--- src/rtl/cache_req_buf_pkg.sv ---
// Shared types and widths for the cache request buffer.
// Early fields are known at issue time, late fields come back from the MMU.
package cache_pkg;

   localparam int CACHE_ADDR_W = 32;
   localparam int CACHE_OP_W   = 32;

   typedef struct packed {
      logic [CACHE_ADDR_W-1:0] addr;
      logic [CACHE_OP_W-1:0]   opcode;
      logic                    opflag;
   } req_early_t;

   typedef struct packed {
      logic [CACHE_ADDR_W-1:0] paddr;
      logic                    suc;
   } req_late_t;

endpackage

--- src/rtl/cache_req_buf_if.sv ---
// Handshake bundle between stage 1, the MMU, the request buffer and stage 2.
// Both sides of the buffer use valid/ready: a beat transfers on a cycle where
// valid and ready are both high; valid must not depend on ready, and the
// buffer's in_ready depends on registered state only. The MMU fields carry no
// handshake: they are sampled in the single cycle the buffer expects them.
interface cache_req_buf_if #(
   parameter int ADDR_W = cache_pkg::CACHE_ADDR_W,
   parameter int OP_W   = cache_pkg::CACHE_OP_W
);
   logic              in_valid;
   logic              in_ready;
   logic [ADDR_W-1:0] in_addr;
   logic [OP_W-1:0]   in_opcode;
   logic              in_opflag;
   logic [ADDR_W-1:0] mmu_paddr;
   logic              mmu_suc;
   logic              out_valid;
   logic              out_ready;
   logic [ADDR_W-1:0] out_addr;
   logic [OP_W-1:0]   out_opcode;
   logic              out_opflag;
   logic [ADDR_W-1:0] out_paddr;
   logic              out_suc;

   // Requester / MMU / consumer side.
   modport master (
      output in_valid, in_addr, in_opcode, in_opflag, mmu_paddr, mmu_suc, out_ready,
      input  in_ready, out_valid, out_addr, out_opcode, out_opflag, out_paddr, out_suc
   );

   // Buffer side.
   modport slave (
      input  in_valid, in_addr, in_opcode, in_opflag, mmu_paddr, mmu_suc, out_ready,
      output in_ready, out_valid, out_addr, out_opcode, out_opflag, out_paddr, out_suc
   );
endinterface

--- src/rtl/cache_req_buf_delay_pipe.sv ---
// Shift register of {vld, idx} tracking which entry the MMU answers for.
// The last stage marks the cycle in which mmu_paddr/mmu_suc belong to entry idx.
module cache_req_delay_pipe #(
   parameter int LAT   = 1,
   parameter int IDX_W = 1
) (
   input  logic             clk,
   input  logic             rstn,
   input  logic             clr,
   input  logic             in_vld,
   input  logic [IDX_W-1:0] in_idx,
   output logic             out_vld,
   output logic [IDX_W-1:0] out_idx
);

   logic [LAT-1:0]   vld_q;
   logic [IDX_W-1:0] idx_q [LAT];

   // Shift the slots forward every cycle; reset or flush empties the whole pipe.
   always_ff @(posedge clk) begin
      if (!rstn || clr) begin
         vld_q <= '0;
         for (int i = 0; i < LAT; i++) idx_q[i] <= '0;
      end else begin
         vld_q[0] <= in_vld;
         idx_q[0] <= in_idx;
         for (int i = 1; i < LAT; i++) begin
            vld_q[i] <= vld_q[i-1];
            idx_q[i] <= idx_q[i-1];
         end
      end
   end

   assign out_vld = vld_q[LAT-1];
   assign out_idx = idx_q[LAT-1];

endmodule

--- src/rtl/cache_req_buf.sv ---
// Request buffer between cache stage 1 and stage 2. Early fields are captured
// at enqueue; paddr/SUC arrive MMU_LAT cycles later and are forwarded to the
// head combinationally in the cycle they are written.
module cache_req_buf
   import cache_pkg::*;
#(
   parameter int ADDR_W  = CACHE_ADDR_W,
   parameter int OP_W    = CACHE_OP_W,
   parameter int DEPTH   = 2,
   parameter int MMU_LAT = 1
) (
   input  logic                   clk,
   input  logic                   rstn,
   input  logic                   flush,
   cache_req_buf_if.slave         bus,
   output logic [$clog2(DEPTH):0] count
);

   localparam int PTR_W = $clog2(DEPTH);
   localparam int CNT_W = PTR_W + 1;

   req_early_t       early_q [DEPTH];
   req_late_t        late_q  [DEPTH];
   logic [DEPTH-1:0] valid_q;
   logic [DEPTH-1:0] late_valid_q;
   logic [PTR_W-1:0] rd_ptr;
   logic [PTR_W-1:0] wr_ptr;
   logic [CNT_W-1:0] count_q;

   logic             push;
   logic             pop;
   logic             pipe_vld;
   logic [PTR_W-1:0] pipe_idx;
   logic             late_hit;
   logic             late_wr;

   assign bus.in_ready = (count_q != CNT_W'(DEPTH));
   assign push         = bus.in_valid & bus.in_ready & ~flush;
   assign late_hit     = pipe_vld & (pipe_idx == rd_ptr);
   assign bus.out_valid = valid_q[rd_ptr] & (late_valid_q[rd_ptr] | late_hit);
   assign pop          = bus.out_valid & bus.out_ready;
   // A late write aimed at the entry being popped is dropped with the entry.
   assign late_wr      = pipe_vld & ~(pop & (pipe_idx == rd_ptr));

   assign bus.out_addr   = ADDR_W'(early_q[rd_ptr].addr);
   assign bus.out_opcode = OP_W'(early_q[rd_ptr].opcode);
   assign bus.out_opflag = early_q[rd_ptr].opflag;
   assign bus.out_paddr  = late_hit ? bus.mmu_paddr : ADDR_W'(late_q[rd_ptr].paddr);
   assign bus.out_suc    = late_hit ? bus.mmu_suc   : late_q[rd_ptr].suc;
   assign count          = count_q;

   cache_req_delay_pipe #(
      .LAT   (MMU_LAT),
      .IDX_W (PTR_W)
   ) u_pipe (
      .clk     (clk),
      .rstn    (rstn),
      .clr     (flush),
      .in_vld  (push),
      .in_idx  (wr_ptr),
      .out_vld (pipe_vld),
      .out_idx (pipe_idx)
   );

   // Entry storage, pointers and occupancy; flush drops bookkeeping but keeps data.
   always_ff @(posedge clk) begin
      if (!rstn) begin
         rd_ptr       <= '0;
         wr_ptr       <= '0;
         count_q      <= '0;
         valid_q      <= '0;
         late_valid_q <= '0;
         for (int i = 0; i < DEPTH; i++) begin
            early_q[i] <= '0;
            late_q[i]  <= '0;
         end
      end else if (flush) begin
         rd_ptr       <= '0;
         wr_ptr       <= '0;
         count_q      <= '0;
         valid_q      <= '0;
         late_valid_q <= '0;
      end else begin
         if (push) begin
            early_q[wr_ptr].addr   <= bus.in_addr[CACHE_ADDR_W-1:0];
            early_q[wr_ptr].opcode <= bus.in_opcode[CACHE_OP_W-1:0];
            early_q[wr_ptr].opflag <= bus.in_opflag;
            valid_q[wr_ptr]        <= 1'b1;
            late_valid_q[wr_ptr]   <= 1'b0;
            wr_ptr                 <= wr_ptr + PTR_W'(1);
         end
         if (late_wr) begin
            late_q[pipe_idx].paddr <= bus.mmu_paddr[CACHE_ADDR_W-1:0];
            late_q[pipe_idx].suc   <= bus.mmu_suc;
            late_valid_q[pipe_idx] <= 1'b1;
         end
         if (pop) begin
            valid_q[rd_ptr]      <= 1'b0;
            late_valid_q[rd_ptr] <= 1'b0;
            rd_ptr               <= rd_ptr + PTR_W'(1);
         end
         case ({push, pop})
            2'b10:   count_q <= count_q + CNT_W'(1);
            2'b01:   count_q <= count_q - CNT_W'(1);
            default: count_q <= count_q;
         endcase
      end
   end

endmodule

--- src/flat_wrapper.sv ---
// flat-port wrapper written by rule: the top's interface ports become plain ports
module cache_req_buf_flat import cache_pkg::*;
#(
   parameter int ADDR_W  = CACHE_ADDR_W,
   parameter int OP_W    = CACHE_OP_W,
   parameter int DEPTH   = 2,
   parameter int MMU_LAT = 1
)
  (clk, rstn, flush, count, bus_in_valid, bus_in_addr, bus_in_opcode, bus_in_opflag, bus_mmu_paddr, bus_mmu_suc, bus_out_ready, bus_in_ready, bus_out_valid, bus_out_addr, bus_out_opcode, bus_out_opflag, bus_out_paddr, bus_out_suc);
  cache_req_buf_if #(.ADDR_W(ADDR_W), .OP_W(OP_W)) bus_i ();
  input  logic clk;
  input  logic rstn;
  input  logic flush;
  output logic [$clog2(DEPTH):0] count;
  input wire logic [$bits(bus_i.in_valid)-1:0] bus_in_valid;
  input wire logic [$bits(bus_i.in_addr)-1:0] bus_in_addr;
  input wire logic [$bits(bus_i.in_opcode)-1:0] bus_in_opcode;
  input wire logic [$bits(bus_i.in_opflag)-1:0] bus_in_opflag;
  input wire logic [$bits(bus_i.mmu_paddr)-1:0] bus_mmu_paddr;
  input wire logic [$bits(bus_i.mmu_suc)-1:0] bus_mmu_suc;
  input wire logic [$bits(bus_i.out_ready)-1:0] bus_out_ready;
  output wire logic [$bits(bus_i.in_ready)-1:0] bus_in_ready;
  output wire logic [$bits(bus_i.out_valid)-1:0] bus_out_valid;
  output wire logic [$bits(bus_i.out_addr)-1:0] bus_out_addr;
  output wire logic [$bits(bus_i.out_opcode)-1:0] bus_out_opcode;
  output wire logic [$bits(bus_i.out_opflag)-1:0] bus_out_opflag;
  output wire logic [$bits(bus_i.out_paddr)-1:0] bus_out_paddr;
  output wire logic [$bits(bus_i.out_suc)-1:0] bus_out_suc;
  assign bus_i.in_valid = bus_in_valid;
  assign bus_i.in_addr = bus_in_addr;
  assign bus_i.in_opcode = bus_in_opcode;
  assign bus_i.in_opflag = bus_in_opflag;
  assign bus_i.mmu_paddr = bus_mmu_paddr;
  assign bus_i.mmu_suc = bus_mmu_suc;
  assign bus_i.out_ready = bus_out_ready;
  assign bus_in_ready = bus_i.in_ready;
  assign bus_out_valid = bus_i.out_valid;
  assign bus_out_addr = bus_i.out_addr;
  assign bus_out_opcode = bus_i.out_opcode;
  assign bus_out_opflag = bus_i.out_opflag;
  assign bus_out_paddr = bus_i.out_paddr;
  assign bus_out_suc = bus_i.out_suc;
  cache_req_buf #(.ADDR_W(ADDR_W), .OP_W(OP_W), .DEPTH(DEPTH), .MMU_LAT(MMU_LAT)) u_core (.clk(clk), .rstn(rstn), .flush(flush), .bus(bus_i), .count(count));
endmodule
--- config.mk ---
export PLATFORM = sky130hd
export DESIGN_NAME = cache_req_buf_flat
export DESIGN_NICKNAME = d
export VERILOG_FILES = /design/src/rtl/cache_req_buf_pkg.sv /design/src/rtl/cache_req_buf_if.sv /design/src/rtl/cache_req_buf_delay_pipe.sv /design/src/rtl/cache_req_buf.sv /design/src/flat_wrapper.sv
export SDC_FILE = /design/constraint.sdc
export NUM_CORES = 1
export LEC_CHECK = 0
export CORE_AREA = 2 2 156 158
export DETAILED_ROUTE_END_ITERATION = 6
export DIE_AREA = 0 0 158 160
export PLACE_DENSITY_LB_ADDON = 0.05
export SYNTH_ARGS = -nofsm -noshare
export SYNTH_HDL_FRONTEND = slang
export SYNTH_HIERARCHICAL = 1
export SYNTH_SLANG_ARGS = --single-unit
--- constraint.sdc ---
create_clock -name clk -period 7.8 [get_ports clk]
set_clock_uncertainty 0.1 [all_clocks]
set_input_delay 1.56 -clock clk [delete_from_list [all_inputs] [get_ports clk]]
set_output_delay 1.56 -clock clk [all_outputs]
set_load 0.05 [all_outputs]
### Word-level counts from Yosys, hierarchy flattened

Memory sizes are Yosys's and may differ from the RTL's. A register that Yosys moved wholly into a read port is not among the register bits.
Index checks and enable logic that the tools add are counted.

* bitwise logic cells: 18
* add/sub/neg operators: 4
* equal/unequal tests: 4
* mux-type cells: 48
* order comparisons: 6
* reductions and logical operators: 10

Operators by type and width (count)
* 65-bit two-way mux: 1
* 65-bit OR reduction: 1
* 33-bit two-way mux: 1
* 33-bit OR reduction: 1
* 32-bit two-way mux: 1
* 1-bit two-way mux: 30
* 2-bit two-way mux: 11
* 1-bit AND: 7
* 2-bit AND: 3
* 1-bit by 2-bit less-than comparator with 1-bit output, second input constant: 3
* 2-bit inverter: 2
* 2-bit OR: 2
* 2-bit one-hot mux with 2 select lines: 1
* 1-bit demux with 1-bit select: 3
* 1-bit >= comparator, second input constant: 3
* 1-bit logical AND: 3
* 1-bit inverter: 3
* 1-bit adder, second input constant: 2
* 2-bit by 1-bit adder with 2-bit output, second input constant: 1
* 2-bit by 1-bit == test with 1-bit output, second input constant: 1
* 2-bit == test, second input constant: 1
* 2-bit != test, second input constant: 1
* 2-bit nonzero test: 1
* 2-bit OR reduction: 1
* 6 further kinds: 6

* RAM bits: 197
* bits in registers: 9
* memories: 3
* output and inout bits: 102
* logic and storage cells: 99

Memory list
* u_core.early_q: words 2, bits a word 65, rd ports 1, clocked after memory_dff 1, wr ports 2, line cache_req_buf.sv:22 `req_early_t early_q [DEPTH];`
* u_core.late_q: words 2, bits a word 33, rd ports 1, clocked after memory_dff 1, wr ports 2, line cache_req_buf.sv:23 `req_late_t late_q [DEPTH];`
* u_core.u_pipe.idx_q: words 1, bits a word 1, rd ports 1, clocked after memory_dff 0, wr ports 1, line cache_req_buf_delay_pipe.sv:17 `logic [IDX_W-1:0] idx_q [LAT];`

### Logic depth before layout (Yosys ltp)

* depth after elaboration: 15
* depth in mapped cells: 7
* depth with buffers taken out: 7

### Modules after synthesis

The synthesis kept the hierarchy.

Modules (own cells, without submodules)
* cache_req_buf: times used 1, sequential area each 6065.8 µm², cells each 727, area each 9240.1 µm²
* cache_req_delay_pipe: times used 1, sequential area each 40.0 µm², cells each 4, area each 57.6 µm²

### Worst setup path before layout

OpenSTA, ideal clock, no wires.

* path kind: input-to-reg
* start: input port flush
* end: memory u_core/early_q[0][0] in the netlist's numbering, enable pin
* library setup time: 0.578 ns
* path buffers: 0
* arrival time: 6.449 ns
* cell stages on the path: 2
* setup slack: 0.672 ns
* path through: nand3b_1 o21ai_0

RTL lines
* from (decl): line flat_wrapper.sv:13 `input logic flush;`
* to (decl): line cache_req_buf.sv:22

==> metrics <==
fin area 0.0125 sq mm; Slew headroom 32.9%; outcome completed; largest net degree at the start of global routing 69; Syn Std Cell Area 0.00930 sq mm; crit-path max FO 60; Cell Chain, Critical Path buf_4 > mux2i_1 > a21oi_1 > clkdlybuf4s50_1; slowest library cell on the worst path dfxtp_4; area grow syn2layout 34.2%; top post-synthesis cells by area edfxtp_1 (63%), and2_1 (8.7%), mux2_2 (7.9%); DRC 0; Via Count 6055; Final Hold Viols 0; max-cap violations 0; Req. time, crit path 6.14 ns; Tmin final 5.07 ns; Core Region 0.0238 sq mm; CP endpoint kind primary output; Leakage 4.62 nW; fin cells 1268; Post-CTS Hold Buffers 0; combinational fraction of design power 12.3%; Worst VDD drop 0.000137 V; Final ANT Viol Nets 0; Vias/cell 4.78; Yosys top cell area share 63.3%; CTS Buf Count 24; most common cell after layout, fill and taps aside clkdlybuf4s50_1; CTS tree done; GPL Wtd Cong 0.733; Setup WS post-layout 2.73 ns; setup TNS 0 ns; I/O Pins 205; Pre-Repair DR Iteration Count 4; number of global-route vias before repair 6245; GRT Util Overall 16.7%; Syn Inst Count 731; P_int 2.08 mW; synth warn 6; max incr delay on CP 0.95 ns; Power Density 218 mW/mm^2; HPWL after DPL 13.0 mm; Fin Hold WS 0.367 ns; Post-Syn Nets 835; DP Worst Slack 2.99 ns; final core occ 52.4%; Rows 57; global-route wire length before repair 33.3 mm; initial core utilization 39.0%; die height 160 um; DRT iter0 DRCs 356; Reg power frac 47.0%; clk buf depth 3; Sw Pwr 645 uW; metal3 WL 1.82 mm; Placed Instances 1224; Net Sw Frac 23.7%; max frequency 197 MHz; Final Setup Violations 0; total power 2.72 mW; proportion of layout cells with a drive suffix above 1 13.0%; routed length on met1 8.80 mm; post-cts resize count 0; Worst Tran Pin Value 1.01 ns; Final #Nets 1030; number of port buffers 204; initial antenna violation count 0; fillers 2122; WS Path Type flip-flop to primary output; CTS clk-pin slew, worst paths 0.06 ns; RSZ-0062 raised after global routing false; max layer used met4; placed cell areas 0.0117 sq mm; clock root buffer clkbuf_16; Netlist cell types 32; mean cell area of the mapped netlist 12.7 sq um; DIE AREA 0.0253 sq mm; Clock H-tree levels 1; routed len/inst 16.9 um; Clock Sinks 207; commonest cells after routing, fill and taps aside clkdlybuf4s50_1 (204), edfxtp_1 (196), and2_1 (130); Worst-Skew Late Latency 0.51 ns; Synth area leader edfxtp_1; clock group share of total power 40.7%; Setup Buffers After CTS 0; WL final 21.4 mm; Hold Crit Class flip-flop to flip-flop; DR WL met2 10.5 mm; Slew Viols, Final 0; final period utilization 65.1%; #FFs+latches synth 207; GRT overflow 0; arrival time worst endpoint 3.41 ns; Startpoint Class flip-flop; n_diodes 0; Die W 158 um; Seq/Total Area, Yosys 65.7%
-- Yosys cell counts (all sizes together) --
master and instances:
nand2 73, mux2 65, ha 1, dfxtp 11, a21oi 39, o2111ai 1, a21boi 1, and2b 1
edfxtp 196, xor2 1, a21o 1, o21ai 5, and2 130, nor2b 1, clkbuf 23, inv 4
mux2i 33, nand4 1, and3b 2, nand3 2, nand4b 1, buf 22, o21ba 1, nor2 106
nand3b 1, nand2b 3, or3 1, xnor2 3, o31ai 2
-- logic make-up after synthesis --
group	synth area share (%)
compound gates	3.00
xor+xnor	0.377
fa+ha+maj	0.135
buf+inv	2.46
flops	65.7
mux	11.4
simple gates	16.9
-- worst max-delay path: cells and delay by family (launching register included) --
| kind | cells | cell delay, ns |
|---|---|---|
| buffers and inverters | 2 | 1.52 |
| DFF | 1 | 0.95 |
| muxes | 1 | 0.22 |
| AOI/OAI and AO/OA | 1 | 0.19 |
-- worst paths after layout --
check / from / end / depth (start not counted) / slack (ns)
hold reg to reg: u_core/late_valid_q[1] / u_core/late_valid_q[1] / 2 / 0.37
setup / recovery: flip-flop / bus_out_paddr[15] / 4 / 2.73
setup reg to reg: u_core/count[0] / u_core/early_q[0][12] / 4 / 4.93
hold / removal: u_core/late_valid_q[1] / u_core/late_valid_q[1] / 2 / 0.37
-- power by group through the flow --
stage	Sequential, mW	Clock (mW)	Combinational [mW]
global route	1.28	1.20	0.352
finish	1.28	1.11	0.334
detailed placement	1.30	0	0.337
CTS	1.28	1.14	0.338
floorplan	1.31	0	0.187
global placement	1.30	0	0.334
-- layer usage --
metal / track usage (%) / up-vias
met5: 0 / -
met2: 28.9 / 178
met1: 20.4 / 2907
li1: - / 2948
met3: 5.43 / 22
met4: 3.52 / 0
-- area by class of cell --
type | instances | area (sq um) | area share [%]
sequential | 207 | 6110 | 49.0
tap | 324 | 405 | 3.25
clock buffer | 26 | 629 | 5.04
multi-input combinational | 475 | 3040 | 24.4
inverter | 4 | 15.0 | 0.120
timing repair buffer | 214 | 2120 | 17.0
clock inverter | 18 | 161 | 1.29
-- flip-flops by register name, summed over array words and instances, names as in the netlist, 2 cells and up, named ones only --
signal and cells:
u_core/valid_q 2, u_core/late_valid_q 2, u_core/late_q 66, u_core/count 2, u_core/early_q 130
Power figures use the tool's default switching activity.
